## src/rtl/dmem_arbiter.sv

```systemverilog
// Two-port round-robin arbiter and sequencer in front of the data memory.
// Port 0 is the CPU load/store unit, port 1 the calculator front-end.
// Each transaction takes four cycles: IDLE -> ACCESS -> RESP -> DONE.
//
// state  | meaning
// -------+--------------------------------------------------------------
// IDLE   | arbitrate, latch the winning request, drive memory address/data
// ACCESS | memory write-enable active for this single cycle (if writing)
// RESP   | memory registered read data valid, captured at closing edge
// DONE   | done/err pulse for the winning port, no arbitration
module dmem_arbiter #(
    parameter int DATA_W     = 32,
    parameter int ADDR_W     = 32,
    parameter bit CHECK_ADDR = 1'b1
) (
    input  logic              clk_i,
    input  logic              rst_n_i,
    input  logic              req0_i,
    input  logic              req1_i,
    input  logic              we0_i,
    input  logic              we1_i,
    input  logic [ADDR_W-1:0] addr0_i,
    input  logic [ADDR_W-1:0] addr1_i,
    input  logic [DATA_W-1:0] wdata0_i,
    input  logic [DATA_W-1:0] wdata1_i,
    output logic              done0_o,
    output logic              done1_o,
    output logic              err0_o,
    output logic              err1_o,
    output logic [DATA_W-1:0] rdata0_o,
    output logic [DATA_W-1:0] rdata1_o,
    output logic              mem_writeEnable_o,
    output logic [ADDR_W-1:0] mem_address_o,
    output logic [DATA_W-1:0] mem_dataInput_o,
    input  logic [DATA_W-1:0] mem_dataOutput_i,
    output logic              busy_o
);

    typedef enum logic [1:0] {
        S_IDLE   = 2'd0,
        S_ACCESS = 2'd1,
        S_RESP   = 2'd2,
        S_DONE   = 2'd3
    } state_t;

    // The memory only decodes these byte addresses; note the stride changes
    // from 4 to 2 after 0x10 and back to 4 from 0x12 on.
    localparam int N_MAPPED = 17;
    localparam logic [31:0] MAPPED_ADDRS [N_MAPPED] = '{
        32'h00, 32'h04, 32'h08, 32'h0C, 32'h10, 32'h12, 32'h16, 32'h1A,
        32'h1E, 32'h22, 32'h26, 32'h2A, 32'h2E, 32'h32, 32'h36, 32'h3A,
        32'h3E
    };

    function automatic logic addr_is_mapped(input logic [ADDR_W-1:0] a);
        logic hit;
        hit = 1'b0;
        for (int i = 0; i < N_MAPPED; i++) begin
            if (a == ADDR_W'(MAPPED_ADDRS[i])) begin
                hit = 1'b1;
            end
        end
        return hit;
    endfunction

    state_t              state_q, state_d;
    logic                last_grant_q, last_grant_d;
    logic                gnt_q, gnt_d;
    logic                we_q, we_d;
    logic                mapped_q, mapped_d;
    logic                mem_we_q, mem_we_d;
    logic [ADDR_W-1:0]   mem_addr_q, mem_addr_d;
    logic [DATA_W-1:0]   mem_din_q, mem_din_d;
    logic                done0_q, done0_d;
    logic                done1_q, done1_d;
    logic                err0_q, err0_d;
    logic                err1_q, err1_d;
    logic [DATA_W-1:0]   rdata0_q, rdata0_d;
    logic [DATA_W-1:0]   rdata1_q, rdata1_d;

    // Arbitration candidates, only consumed in IDLE.
    logic                any_req;
    logic                both_req;
    logic                win;
    logic                sel_we;
    logic [ADDR_W-1:0]   sel_addr;
    logic [DATA_W-1:0]   sel_wdata;
    logic                sel_mapped;
    logic [DATA_W-1:0]   resp_data;

    // Pick the winner: a lone requester wins outright; on a tie the port that
    // did not win the previous tie is served, so neither port can starve.
    always_comb begin
        any_req    = req0_i | req1_i;
        both_req   = req0_i & req1_i;
        win        = both_req ? ~last_grant_q : req1_i;
        sel_we     = win ? we1_i : we0_i;
        sel_addr   = win ? addr1_i : addr0_i;
        sel_wdata  = win ? wdata1_i : wdata0_i;
        sel_mapped = CHECK_ADDR ? addr_is_mapped(sel_addr) : 1'b1;
        resp_data  = (mapped_q & ~we_q) ? mem_dataOutput_i : '0;
    end

    // State register.
    always_ff @(posedge clk_i) begin
        if (!rst_n_i) begin
            state_q <= S_IDLE;
        end else begin
            state_q <= state_d;
        end
    end

    // Next-state logic: fixed four-cycle walk once a request is taken.
    always_comb begin
        state_d = state_q;
        case (state_q)
            S_IDLE:   if (any_req) state_d = S_ACCESS;
            S_ACCESS: state_d = S_RESP;
            S_RESP:   state_d = S_DONE;
            S_DONE:   state_d = S_IDLE;
            default:  state_d = S_IDLE;
        endcase
    end

    // Output logic: busy flag and next values of all registered outputs.
    always_comb begin
        busy_o       = (state_q != S_IDLE);
        last_grant_d = last_grant_q;
        gnt_d        = gnt_q;
        we_d         = we_q;
        mapped_d     = mapped_q;
        mem_we_d     = mem_we_q;
        mem_addr_d   = mem_addr_q;
        mem_din_d    = mem_din_q;
        done0_d      = done0_q;
        done1_d      = done1_q;
        err0_d       = err0_q;
        err1_d       = err1_q;
        rdata0_d     = rdata0_q;
        rdata1_d     = rdata1_q;
        case (state_q)
            S_IDLE: begin
                if (any_req) begin
                    gnt_d      = win;
                    we_d       = sel_we;
                    mapped_d   = sel_mapped;
                    mem_addr_d = sel_addr;
                    mem_din_d  = sel_wdata;
                    // Unmapped writes never touch the memory.
                    mem_we_d   = ~(sel_we & sel_mapped);
                    // Only a tie moves the round-robin pointer.
                    if (both_req) begin
                        last_grant_d = win;
                    end
                end
            end
            S_ACCESS: begin
                // Address stays put so the memory registers the read here.
                mem_we_d = 1'b1;
            end
            S_RESP: begin
                if (gnt_q) begin
                    rdata1_d = resp_data;
                    done1_d  = 1'b1;
                    err1_d   = ~mapped_q;
                end else begin
                    rdata0_d = resp_data;
                    done0_d  = 1'b1;
                    err0_d   = ~mapped_q;
                end
            end
            S_DONE: begin
                done0_d = 1'b0;
                done1_d = 1'b0;
                err0_d  = 1'b0;
                err1_d  = 1'b0;
            end
            default: begin
                mem_we_d = 1'b1;
            end
        endcase
    end

    // Datapath registers; a reset mid-transaction drops it without a done.
    always_ff @(posedge clk_i) begin
        if (!rst_n_i) begin
            last_grant_q <= 1'b1;
            gnt_q        <= 1'b0;
            we_q         <= 1'b0;
            mapped_q     <= 1'b0;
            mem_we_q     <= 1'b1;
            mem_addr_q   <= '0;
            mem_din_q    <= '0;
            done0_q      <= 1'b0;
            done1_q      <= 1'b0;
            err0_q       <= 1'b0;
            err1_q       <= 1'b0;
            rdata0_q     <= '0;
            rdata1_q     <= '0;
        end else begin
            last_grant_q <= last_grant_d;
            gnt_q        <= gnt_d;
            we_q         <= we_d;
            mapped_q     <= mapped_d;
            mem_we_q     <= mem_we_d;
            mem_addr_q   <= mem_addr_d;
            mem_din_q    <= mem_din_d;
            done0_q      <= done0_d;
            done1_q      <= done1_d;
            err0_q       <= err0_d;
            err1_q       <= err1_d;
            rdata0_q     <= rdata0_d;
            rdata1_q     <= rdata1_d;
        end
    end

    assign done0_o           = done0_q;
    assign done1_o           = done1_q;
    assign err0_o            = err0_q;
    assign err1_o            = err1_q;
    assign rdata0_o          = rdata0_q;
    assign rdata1_o          = rdata1_q;
    assign mem_writeEnable_o = mem_we_q;
    assign mem_address_o     = mem_addr_q;
    assign mem_dataInput_o   = mem_din_q;

endmodule

```

## config.mk

```make
export PLATFORM = sky130hd
export DESIGN_NAME = dmem_arbiter
export DESIGN_NICKNAME = d
export VERILOG_FILES = /design/src/rtl/dmem_arbiter.sv
export SDC_FILE = /design/constraint.sdc
export NUM_CORES = 1
export LEC_CHECK = 0
export CAP_MARGIN = 20
export CELL_PAD_IN_SITES_DETAIL_PLACEMENT = 1
export CELL_PAD_IN_SITES_GLOBAL_PLACEMENT = 1
export CORE_MARGIN = 8
export CORE_UTILIZATION = 32
export CTS_BUF_LIST = sky130_fd_sc_hd__clkbuf_8
export DETAILED_ROUTE_END_ITERATION = 6
export PLACE_DENSITY = 0.85
export RECOVER_POWER = 100
export REMOVE_ABC_BUFFERS = 1
export SLEW_MARGIN = 20
export SYNTH_ARGS = -nofsm -noshare
export SYNTH_HDL_FRONTEND = slang
export SYNTH_SLANG_ARGS = --single-unit
```

## constraint.sdc

```tcl
create_clock -name clk_i -period 3.1 [get_ports clk_i]
set_input_delay 0.465 -clock clk_i [delete_from_list [all_inputs] [get_ports clk_i]]
set_output_delay 0.465 -clock clk_i [all_outputs]
set_load 0.01 [all_outputs]
```

==> flow_metrics.py <==
metrics = {
    "worst_setup_path": {
        "crit_family": "buffers and inverters",
        "critPathLaunch": "req1_i",
        "critPathLaunchType": "input port",
        "crit_arrival_ns": 2.74,
        "crit_chain": "dlygate4sd3_1 -> a21boi_4 -> clkbuf_1 -> clkbuf_1 -> mux2i_1 -> nand2_1 -> o211a_1",
        "crit_type": "input port to register",
        "worst_setup_path_end_kind": "register",
        "slowest_stage": "dlygate4sd3_1",
        "cp.required_ns": 3.42,
        "cpMostUsedCell": "clkbuf_1",
        "cp_slowest_stage_delay_ns": 0.60,
        "critPathBufInv": 3,
        "cp_max_fo": 14,
        "reg2reg_from": "mapped_q$_SDFFE_PN0P_",
    },
    "pwr": {
        "ir_drop_mv": 0.375,
        "p_per_area_mw_per_mm2": 610,
        "leakagePower_nw": 4.33,
    },
    "synthesis": {
        "yosys.area.top_type": "dfxtp_1",
        "synth_area_mm2": 0.00611,
        "synth_top_cell_area_share_pct": 45.6,
        "ys_top_cells_by_count": "nand2_1 (140), dfxtp_1 (139), nand3_1 (67)",
        "ys_async_sr_fraction_pct": 0,
        "yosys-top-cells-area": "dfxtp_1 (46%), o211a_1 (11%), mux2i_1 (10%), nand2_1 (8.6%), a21boi_0 (8.1%)",
        "synth_seq_cells": 139,
        "synth-warning-count": 0,
        "synth.most_common_cell": "nand2_1",
        "synth_ff_type": "dfxtp_1",
        "synth_cell_types": 33,
        "ys_seq_area_share_pct": 45.6,
        "syn_area_per_cell_um2": 9.07,
        "synth_edf_count": 0,
        "synth_cells": 673,
    },
    "timing": {
        "hold_violations": 0,
        "setup_ws_ns": 0.672,
        "fin_crit_sh_pct": 78.3,
        "tightestPinTransition_ns": 1.03,
        "finalCriticalPeriod_ns": 2.43,
        "slew_violations": 0,
        "setup_violations": 0,
        "maxClockFrequency_ghz": 0.412,
        "final.setup_skew_ns": 0.0185,
        "rsz0062_at_grt": "false",
        "slew-limit-headroom_pct": 30.8,
    },
    "drt": {
        "vias_per_cell": 5.12,
        "first_pass_iters": 4,
        "drtIter0Drc": 214,
        "vias": 6096,
        "ant_nets": 0,
        "routed_wirelength_um": 24500,
        "drcViolationCount": 0,
        "wire_per_inst_um": 20.6,
    },
    "global_route": {
        "grt_max_degree": 139,
        "grt_pass1_wl_um": 38000,
        "grtUsageMet1_pct": 23.0,
        "use_met2_pct": 33.4,
        "grt_use_met3_pct": 10.0,
        "grt-busiest-layer": "met2",
        "antenna_found_initial": 0,
        "grt_pass1_vias": 6619,
        "overflow": 0,
        "grt.total_usage_pct": 20.4,
    },
    "floorplanning": {
        "start_util_pct": 32.6,
        "io_pins": 300,
        "rows": 50,
        "core-area_mm2": 0.0187,
        "die_h_um": 154,
        "die_x_um": 154,
        "dieArea_mm2": 0.0238,
    },
    "place": {
        "place_inst": 1158,
        "gp_congestion": 0.814,
        "place.port_buffers": 299,
        "dp_worst_setup_slack_ns": 0.397,
        "dpl.hpwl_um": 18400,
    },
    "finish": {
        "syn2layout_area_growth_pct": 58.4,
        "drive_gt1_share_pct": 4.71,
        "nFillCells": 2131,
        "stdcell_count": 1191,
        "post-route-util_pct": 51.7,
        "nets": 1113,
    },
    "clock_tree": {
        "cts_buffers": 17,
        "cts_max_level": 4,
        "cts_resized": 0,
        "clk_path_buf_depth": 2,
        "cts_tree": "built",
        "cts_sinks": 139,
        "clk_latency_ns": 0.44,
        "cts_setup_buffers": 0,
        "postCtsHoldBufs": 0,
        "cts-root-buf": "clkbuf_8",
        "cts.reportedPaths.clkPinSlew_ns": 0.08,
    },
    "worst_hold_path": {
        "holdCritStartpoint": "rst_n_i",
        "hp-class": "input port to register",
    },
    "flow_run": {
        "cap_violations": 0,
    },
    "status": {
        "status": "finished, final reports clean",
    },
}
-- worst reg2reg max path: stages (launching register included) --
cell and delay [ns]:
dfxtp_1 0.41, nor2b_2 0.86, buf_4 0.54, nand3_1 0.18, a21boi_0 0.19
-- power breakdown --
group	switching [mW]	internal, mW
logic	1.14	1.00
registers	0.176	2.11
clock network	0.756	0.714
total	2.07	3.83
-- registers in the layout, indices dropped and copies added (netlist names) --
register	flops
mem_dataInput_o	32
last_grant_q	1
we_q	1
mapped_q	1
err1_o	1
done1_o	1
mem_writeEnable_o	1
done0_o	1
state_q	2
gnt_q	1
err0_o	1
mem_address_o	32
rdata0_o	32
rdata1_o	32
-- area by class of cell --
| class | instances | area [um2] | share of cell area, % |
|---|---|---|---|
| antenna | 1 | 2.50 | 0.0259 |
| tap | 234 | 293 | 3.03 |
| multi-input combinational | 466 | 3070 | 31.8 |
| clock inverter | 15 | 151 | 1.57 |
| timing repair buffer | 313 | 3110 | 32.2 |
| sequential | 139 | 2780 | 28.8 |
| inverter | 6 | 22.5 | 0.233 |
| clock buffer | 17 | 234 | 2.42 |
-- stage by stage --
step	hold WS [ns]	power [mW]	setup TNS, ns	cell area (um2)
floorplan	0.454	3.42	-370.15	5860
global placement	0.450	4.57	0	9320
detailed placement	0.458	4.63	0	9320
CTS	0.294	6.14	0	9700
global route	0.318	6.27	0	9670
finish	0.339	5.90	0	9670
-- cell families after synthesis --
group	share of synthesized area [%]
multiplexers	10.5
buffers and inverters	4.34
AND/OR/NAND/NOR	17.8
flip-flops	45.6
XOR/XNOR	0.143
adder cells (fa/ha/maj)	0.820
AO/OA/AOI/OAI	20.8
-- layer usage --
layer,routed length [um],share of wire [%]
met5,0,0
met1,10100,41
met3,2780,11
met2,11300,46
met4,408,1.7
-- cell usage in the layout, fill, tap and decap left out, types with 4 or more instances in the layout --
| cell | instances |
|---|---|
| o21ai_0 | 9 |
| o211a_1 | 65 |
| nor4_1 | 10 |
| buf_4 | 6 |
| nor3_1 | 4 |
| clkbuf_1 | 4 |
| nand3_1 | 67 |
| dlygate4sd3_1 | 135 |
| a21oi_1 | 4 |
| dfxtp_1 | 139 |
| mux2i_1 | 64 |
| clkdlybuf4s50_1 | 163 |
| inv_1 | 8 |
| a21boi_0 | 65 |
| clkinvlp_4 | 4 |
| nand2_1 | 140 |
| nor2_1 | 6 |
| ha_1 | 4 |
| nor2b_1 | 4 |
| clkbuf_8 | 17 |
-- worst paths after layout --
kind / endpoint / depth (start not counted) / slack [ns]
setup / recovery: mem_address_o[4]$_SDFFE_PN0P_ / 7 / 0.67
hold / removal: mem_address_o[18]$_SDFFE_PN0P_ / 2 / 0.34
hold reg to reg: rdata0_o[16]$_SDFFE_PN0P_ / 2 / 0.46
setup reg to reg: rdata0_o[7]$_SDFFE_PN0P_ / 4 / 0.86
No activity file was read; power rests on OpenSTA's default activity.
